**src/rtl/bit_serializer.sv**
```systemverilog
// Parallel-to-serial stage feeding the 10110 sequence detector.
// Words arrive on a valid/ready handshake and leave one bit per enabled clock on x.
module bit_serializer #(
  parameter int   WIDTH     = 8,
  parameter bit   MSB_FIRST = 1'b1,
  parameter logic IDLE_BIT  = 1'b0
) (
  input  logic             clock,
  input  logic             reset,
  input  logic [WIDTH-1:0] din,
  input  logic             din_valid,
  output logic             din_ready,
  input  logic             shift_en,
  output logic             x,
  output logic             x_valid,
  output logic             word_done
);

  localparam int CNT_W = $clog2(WIDTH);
  localparam logic [CNT_W-1:0] LAST_CNT = CNT_W'(WIDTH - 1);

  localparam logic [1:0] ST_IDLE  = 2'b00;
  localparam logic [1:0] ST_SHIFT = 2'b01;

  logic [1:0]       state;
  logic [WIDTH-1:0] shreg;
  logic [WIDTH-1:0] shreg_next_bit;
  logic [CNT_W-1:0] bit_cnt;
  logic             in_shift;
  logic             last_bit;
  logic             load;

  assign in_shift  = (state == ST_SHIFT);
  assign last_bit  = in_shift && (bit_cnt == LAST_CNT);

  // The reset term keeps the source from seeing ready while reset is held.
  assign din_ready = reset && ((state == ST_IDLE) || (last_bit && shift_en));
  assign word_done = last_bit && shift_en;
  assign load      = din_valid && din_ready;
  assign x_valid   = in_shift;

  always_comb begin
    if (MSB_FIRST) begin
      shreg_next_bit = {shreg[WIDTH-2:0], 1'b0};
    end else begin
      shreg_next_bit = {1'b0, shreg[WIDTH-1:1]};
    end
  end

  always_comb begin
    x = IDLE_BIT;
    if (in_shift) begin
      x = MSB_FIRST ? shreg[WIDTH-1] : shreg[0];
    end
  end

  // A reload on the last bit goes straight to the new word's first bit, so
  // back-to-back words stream without an idle bubble.
  always_ff @(posedge clock or negedge reset) begin
    if (!reset) begin
      state   <= ST_IDLE;
      shreg   <= '0;
      bit_cnt <= '0;
    end else begin
      case (state)
        ST_IDLE: begin
          if (load) begin
            state   <= ST_SHIFT;
            shreg   <= din;
            bit_cnt <= '0;
          end
        end
        ST_SHIFT: begin
          if (shift_en) begin
            if (last_bit) begin
              if (load) begin
                shreg   <= din;
                bit_cnt <= '0;
              end else begin
                state   <= ST_IDLE;
                shreg   <= '0;
                bit_cnt <= '0;
              end
            end else begin
              shreg   <= shreg_next_bit;
              bit_cnt <= bit_cnt + CNT_W'(1);
            end
          end
        end
        default: begin
          state   <= ST_IDLE;
          shreg   <= '0;
          bit_cnt <= '0;
        end
      endcase
    end
  end

endmodule
```
**config.mk**
```make
export PLATFORM = sky130hd
export DESIGN_NAME = bit_serializer
export DESIGN_NICKNAME = d
export VERILOG_FILES = /design/src/rtl/bit_serializer.sv
export SDC_FILE = /design/constraint.sdc
export NUM_CORES = 1
export LEC_CHECK = 0
export CELL_PAD_IN_SITES_DETAIL_PLACEMENT = 0
export CELL_PAD_IN_SITES_GLOBAL_PLACEMENT = 1
export CORE_MARGIN = 2
export CORE_UTILIZATION = 34
export CTS_CLUSTER_DIAMETER = 50
export DETAILED_ROUTE_END_ITERATION = 10
export GPL_ROUTABILITY_DRIVEN = 0
export PLACE_DENSITY_LB_ADDON = 0.2
export SLEW_MARGIN = 20
export SYNTH_ARGS = -nofsm -noshare
export SYNTH_HDL_FRONTEND = slang
export SYNTH_SLANG_ARGS = --single-unit
```
**constraint.sdc**
```tcl
create_clock -name clock -period 1.9 [get_ports clock]
set_clock_uncertainty 0.15 [all_clocks]
set_input_delay 0.285 -clock clock [delete_from_list [all_inputs] [get_ports clock]]
set_output_delay 0.285 -clock clock [all_outputs]
set_load 0.005 [all_outputs]
```
After elaboration in Yosys (flattened, before gate mapping):

Index checks and enable logic that the tools add are counted.

* register bits after elaboration: 13
* input bits: 12
* output and inout port bits: 4
* logic and storage cells: 33

* add/sub/neg operators: 1
* equality and inequality tests: 6
* muxes and demuxes: 15
* reduce and logical (&&, ||, !) cells: 8

Operators by type and width (count)
* 2-to-1 mux 8 bit: 4
* case mux 8 bit (2 select lines): 1
* 2-to-1 mux 3 bit: 3
* 2-to-1 mux 2 bit: 4
* inequality test 2 bit (second input constant): 3
* case mux 3 bit (2 select lines): 1
* logical AND 1 bit: 4
* case mux 2 bit (2 select lines): 1
* AND reduction 4 bit: 1
* adder 3 x 1 -> 3 bit (second input constant): 1
* == test 3 bit (second input constant): 1
* == test 2 x 1 -> 1 bit (second input constant): 1
* logical NOT 2 bit: 1
* inequality test 2 x 1 -> 1 bit (second input constant): 1
* AND reduction 2 bit: 1
* logical OR 1 bit: 1
* 2-to-1 mux 1 bit: 1

Longest topological paths before layout:

Gate-level depths: netlist (run 1).

* depth after elaboration: 10
* gate-level depth with buffers: 6
* depth with buffers taken out: 5

Least setup slack after synthesis (run 1):

OpenSTA, ideal clock, no wires.

* path kind: reg-to-reg
* start: reg bit_cnt[0]
* end: reg shreg[0]
* setup time: 128 ps
* arrival: 1269 ps
* required time: 1622 ps
* path slack: 353 ps
* stages on the path, launching flop included: 7
* path buffers: 1
* period minus slack after synthesis: 1547 ps
* path through: dfrtp_1 > ha_1 > ha_1 > and4_1 > buf_1 > o221ai_1 > o21ai_1

* cells in the longest elaborated chain, start to end: 10
* elaborated cells between the ends (all ways): 12
* classes of those cells: eq/ne: 2; mux: 4; reduce/logical: 6

RTL lines
* start, declared: line 28 `logic [CNT_W-1:0] bit_cnt;`
* start signal, assigned: line 86 `bit_cnt <= bit_cnt + CNT_W'(1);`
* == test 3 bit (*): line 34 `assign last_bit = in_shift && (bit_cnt == LAST_CNT);`
* logical AND 1 bit (*): line 34
* logical AND 1 bit: line 37 `assign din_ready = reset && ((state == ST_IDLE) || (last_bit && shift_en));`
* logical OR 1 bit: line 37
* logical AND 1 bit: line 37
* logical AND 1 bit: line 39 `assign load = din_valid && din_ready;`
* 2-to-1 mux 8 bit: line 76 `if (load) begin`
* 2-to-1 mux 8 bit: line 75 `if (last_bit) begin`
* 2-to-1 mux 8 bit: line 74 `if (shift_en) begin`
* case mux 8 bit (2 select lines): line 65 `case (state)`
* end signal, assigned: line 69 `shreg <= din;`
* end signal, assigned: line 77 `shreg <= din;`
* end signal, assigned: line 85 `shreg <= shreg_next_bit;`
* end, declared: line 26 `logic [WIDTH-1:0] shreg;`

Every way passes the cells marked *; elsewhere a longest branch is shown, timed or not. The select of a mux whose other input is x is not followed.
A chain may end at the register's enable or synchronous reset.

Final worst setup path (run 1):

* start: reg bit_cnt[0]
* end: out word_done

* cells in the longest elaborated chain, start to end: 3

RTL lines
* == test 3 bit: line 34
* logical AND 1 bit: line 34
* logical AND 1 bit: line 38 `assign word_done = last_bit && shift_en;`
* end, declared: line 16 `output logic word_done`

No other way between the ends.

==> impl_metrics.tcl, run 1 <==
set metrics [dict create \
    status "finished clean" \
    fmax_mhz 540 \
    crit_required_ns 1.46 \
    hold_buffers 0 \
    io_pins 16 \
    hold_viol 0 \
    synth_cell_types 23 \
    crit_end "word_done" \
    crit_buf_inv 1 \
    wl_met1_um 727 \
    dr_wl_met2_um 693 \
    finalMaxSlewViolations 0 \
    final.min_clock_period_ns 1.85 \
    internal_power_uw 710 \
    multi_input_area_um2 289 \
    grt.total_usage_pct 15.9 \
    r2r_end "shreg[1]" \
    r2r_cells 7 \
    ys_seq_area_share_pct 47.7 \
    cts-htree-levels 1 \
    whs_ns 0.214 \
    min-delay-path-class "in2async" \
    dpl.hpwl_um 1070 \
    grt_pass1_vias 559 \
    row_count 15 \
    num_vias 594 \
    p_seq_share_pct 40.6 \
    cp_cell_sequence "ha_1, ha_2, nand2_2, nor2_1, dlygate4sd2_1" \
    fin_crit_sh_pct 97.4 \
    start_util_pct 36.4 \
    core_um2 1730 \
    syn_inst 69 \
    cp_num_cells 5 \
    drive_gt1_share_pct 22.4 \
    grt_start_max_net_pins 11 \
    r2r_setup_slack_ns 0.13 \
    die_w_um 47.0 \
    tightest_slew_ns 0.174 \
    clkPwrFrac_pct 19.3 \
    syn_nets 83 \
    drtPass1Iterations 4 \
    setup_tns_ns 0 \
    die_height_um 47.0 \
    fillCellCount 173 \
    start_kind "register" \
    syn_area_um2 629 \
    cts_tree "yes" \
    finalSetupViolations 0 \
    peakVddDrop_mv 0.680 \
    path_delay_family "adder cells" \
    combPwrFrac_pct 40.0 \
    yosysTopAreaCell "dfrtp_1" \
    relSlewSlack_pct 88.3 \
    seq_area_um2 302 \
    crit_slowest_cell "dfrtp_1" \
    timing.critical_path.fanout_max 3 \
    reg2reg_from "bit_cnt[0]" \
    die-area_um2 2210 \
    clockRootBuffer "clkbuf_4" \
    vias_per_cell 4.83 \
    antenna_found_initial 0 \
    synth_top_cell_area_share_pct 47.7 \
    top_layer "met4" \
    cts_max_path_buffers 2 \
    synth_seq_cells 12 \
    powerDensity_nw_per_um2 1110 \
    cpPeakStageDelay_ns 0.39 \
    nNetsFinal 113 \
    switching_power_uw 329 \
    antenna_left 0 \
    cts_made_buffers 3 \
    arrival_ns 1.42 \
    clkTransAtPathRegs_ns 0.07 \
    clk_latency_ns 0.27 \
    critPathLaunch "bit_cnt[0]" \
    routedWlPerCell_um 12.2 \
    syn_to_final_growth_pct 48.5 \
    maxCapViolCount 0 \
    synth_area_leaders "dfrtp_1, a31oi_1, nor3_1" \
    port_buffers 15 \
    first_iter_violations 20 \
    yosys_warnings 0 \
    cts.sinks 12 \
    gr-total-overflow 0 \
    grt_pass1_wl_um 2420 \
    syn_area_per_cell_um2 9.12 \
    power.leakage_uw 0.000427 \
    critical_path_class "reg2out" \
    dr_wl_met3_um 57 \
    drt-total-wl_um 1500 \
    switching_share_pct 31.6 \
    worst_setup_path_end_kind "primary output" \
    diodes 0 \
    drc 0 \
]
==> state kept, by name (all words and copies together) (netlist names) <==
name	flops
shreg	8
bit_cnt	3
state	1
==> cell usage after synthesis (all sizes together) <==
master and number:
or2 1, and3b 1, nor2 1, dfrtp 12
buf 4, and2 2, a31oi 7, o221ai 1
a22o 1, o21ai 10, nor2b 1, nand2 9
and4 1, o211ai 2, mux2i 1, nor3 7
inv 4, ha 2, clkbuf 1, a21boi 1
==> final cells by class <==
| cell class | count | share of cell area [%] |
|---|---|---|
| sequential | 12 | 32.3 |
| inverter | 4 | 1.61 |
| clock buffer | 4 | 3.88 |
| tap | 25 | 3.35 |
| multi-input combinational | 48 | 30.9 |
| timing repair buffer | 30 | 28.0 |
==> cell families (layout without fill, tap and decap cells) <==
group	after synthesis	count (layout)	synth area share (%)
fa+ha+maj	2	2	3.98
buf+inv	9	38	7.15
mux	1	1	1.59
compound gates	22	22	21.3
flops	12	12	47.7
simple gates	23	23	18.3
==> power groups by stage <==
| stage | sequential, uW | clock [uW] | combinational [uW] |
|---|---|---|---|
| final | 422 | 201 | 416 |
| after global routing | 430 | 221 | 483 |
| after CTS | 420 | 212 | 405 |
| after detailed placement | 426 | 0 | 392 |
| after global placement | 424 | 0 | 390 |
| after floorplan | 410 | 0 | 250 |
==> worst min path at each step <==
stage / start / endpoint / slack [ns] / cells past startpoint
after floorplan: reset / bit_cnt[0] / -0.16 / 0
after global routing: reset / shreg[6] / 0.23 / 2
after CTS: reset / shreg[6] / 0.21 / 2
after global placement: bit_cnt[0] / bit_cnt[0] / 0.32 / 1
after detailed placement: bit_cnt[0] / bit_cnt[0] / 0.33 / 1
final: reset / shreg[6] / 0.21 / 2
==> per-stage QoR <==
stage	total power, uW	util, %	setup slack, ns	std cells	cell area [um^2]
6_report	1040	54.1	0.0493	123	935
5_1_grt	1130	54.1	-0.00834	123	935
4_1_cts	1040	53.2	0.0373	121	918
3_5_place_dp	818	50.4	-0.0853	116	871
3_3_place_gp	813	50.4	-0.0590	116	871
2_1_floorplan	660	-	0.353	69	629
==> timing repair <==
action,4_1_cts,5_1_grt
endpoints found under the hold margin,0,0
endpoints found under the setup margin,2,3
setup buffers,1,2
gates resized for setup,6,1
==> placed cells by master (no fill, tap or decap), drive strengths merged <==
cell type and instances:
dlygate4sd2 1, a31oi 7, clkdlybuf4s15 1, ha 2, o211ai 2, a21boi 1, nor2b 1, or2 1
and4 1, nor3 7, mux2i 1, a22o 1, clkbuf 4, and2 2, nor2 1, o221ai 1
clkdlybuf4s50 13, o21ai 10, inv 4, and3b 1, buf 15, nand2 9, dfrtp 12
==> per-layer routing <==
metal	up-vias	track usage (%)
li1	306	-
met1	273	22.6
met2	11	23.0
met3	4	2.69
met4	0	8.33
met5	-	0
Note: power is estimated with default switching activity, not from simulation.
==> run 2: changes to the inputs <==
--- a/config.mk
+++ b/config.mk
@@ -12,6 +12,7 @@
 export CTS_CLUSTER_DIAMETER = 50
 export DETAILED_ROUTE_END_ITERATION = 10
 export GPL_ROUTABILITY_DRIVEN = 0
+export HOLD_SLACK_MARGIN = 0.1
 export PLACE_DENSITY_LB_ADDON = 0.2
 export SLEW_MARGIN = 20
 export SYNTH_ARGS = -nofsm -noshare
==> results of run 2 <==
No change in the layout: final DEF, timing and power equal those of run 1.
==> RTL change (settings of run 2) <==
The parameter `IDLE_BIT` goes from 1'b0 to 1'b1.
--- a/src/rtl/bit_serializer.sv
+++ b/src/rtl/bit_serializer.sv
@@ -5,3 +5,3 @@
   parameter bit   MSB_FIRST = 1'b1,
-  parameter logic IDLE_BIT  = 1'b0
+  parameter logic IDLE_BIT  = 1'b1
 ) (
Formal check against the unedited RTL: not equivalent (a bounded check fails within 4 cycles, from zero or initial values and one cycle with reset low).
==> RTL change against run 2 <==
Largest cell class unchanged; design area fell by 0.67%; sequential cell count did not move; power rose by 0.91%; routed wire length rose by 5.3%; setup slack improved by 17 ps; first-iteration DRC count fell by 70%; area after synthesis rose by 0.20%; synthesized cell count did not move; non-clock buffer count fell by 1; largest power group unchanged; global-route usage rose by 0.54 points; via count rose by 3.2%.
==> RTL change: results (changes against run 2) <==
[cts]
ctsHtreeMaxLevel = 1  ; unchanged
clk_latency_ps = 280
clk_pin_slew_ps = 80

[timing]
setup_viol = 0  ; unchanged
finalMaxSlewViolations = 0  ; unchanged
worstMarginPinSlew_ps = 178  ; was 174 ps

[synth]
synth_nets = 83  ; unchanged
synthAdderAreaFrac_pct = 3.97  ; was 3.98%
synth_area_leaders = dfrtp_1, a31oi_1, nor3_1  ; unchanged
synth_compound_area_share_pct = 21.2  ; was 21.3%
synthTopCellsByCount = dfrtp_1, nand2_1, a31oi_1, nor3_1, o21ai_0  ; unchanged
yosys-mux-area-fraction_pct = 1.59  ; about the same
yosysSeqAreaShare_pct = 47.6  ; was 47.7%
synth_cell_types = 24  ; was 23
async_flop_share_pct = 100  ; unchanged

[outcome]
status = complete, no violations  ; unchanged

[global_route]
grt_max_degree = 11  ; unchanged
grt_first_pass_wirelength_um = 2530  ; was 2420 µm
grt_pass1_vias = 554  ; was 559
track_usage_pct = 16.4  ; was 15.9%

[detailed_routing]
num_vias = 613  ; was 594
drt_iter0_drc = 6  ; was 20
wl_um = 1580  ; was 1500 µm

[critical_path]
cp.arrival_ps = 1400  ; was 1420 ps
ff2ff_path_depth = 7  ; unchanged
critPathTopFamily = flip-flops  ; was adder cells
regToRegSetupSlack_ps = 160  ; was 130 ps
slowest_delay_ps = 390  ; about the same
cp_max_fo = 3  ; unchanged

[cells_and_area]
drive_gt1_share_pct = 23.7  ; was 22.4%
nets = 112  ; was 113

[placed_design]
hpwl_um = 1120  ; was 1070 µm
dp_slack_ps = -76.3  ; was -85.3 ps

[hold_path]
hold_class = in -> async  ; unchanged

[pwr]
cellLeakagePower_nw = 0.428  ; was 0.427 nW
ir_worst_vdd_mv = 0.583  ; was 0.680 mV

## RTL change: power by group
group,internal (W),switching (W)
Combinational,0.000225,0.000188
Sequential,0.000359,0.0000619
Clock,0.000117,0.0000982
Total,0.000701,0.000348
## RTL change: how the worst max path moves through the flow
stage	to	slack [ps]	cells after the start
3_5_place_dp	din_ready	-80	4
6_report	word_done	70	5
2_1_floorplan	shreg[0]	350	6
3_3_place_gp	din_ready	-60	4
4_1_cts	x	1	2
5_1_grt	word_done	5	5
## RTL change: layout make-up
class,count,area (µm²)
repair buffers,29,251
inverters,4,15.0
well taps,25,31.3
multi-input cells,48,293
flip-flops and latches,12,302
clock buffers,4,36.3
fillers,178,798
## RTL change: timing repair
action	4_1_cts	5_1_grt
endpoints found under the setup margin	2	3
resized for setup	5	5
cloned	0	0
setup buffers	0	2
## RTL change: layer usage
metal,up-vias,global-route usage (%),share of wire [%]
li1,307,-,-
met3,2,2.31,2.5
met5,-,0,0
met4,0,5.00,1.2
met1,295,22.7,49
met2,9,26.6,47
## RTL change: cell families (layout without fill, tap and decap cells)
logic type / count (synthesis) / in the layout
fa+ha+maj: 2 / 2
buf+inv: 9 / 37
simple gates: 23 / 23
mux: 1 / 1
compound gates: 22 / 22
flops: 12 / 12
## RTL change: per-stage QoR
stage | setup TNS [ps] | util, % | hold slack, ps | area [µm²] | instances
finish | 0 | 53.8 | 197 | 928 | 122
global placement | -61.2 | 50.5 | 365 | 872 | 116
floorplan | 0 | - | -161 | 631 | 69
global route | 0 | 53.8 | 206 | 928 | 122
detailed placement | -76.3 | 50.5 | 370 | 872 | 116
CTS | 0 | 52.8 | 187 | 912 | 120
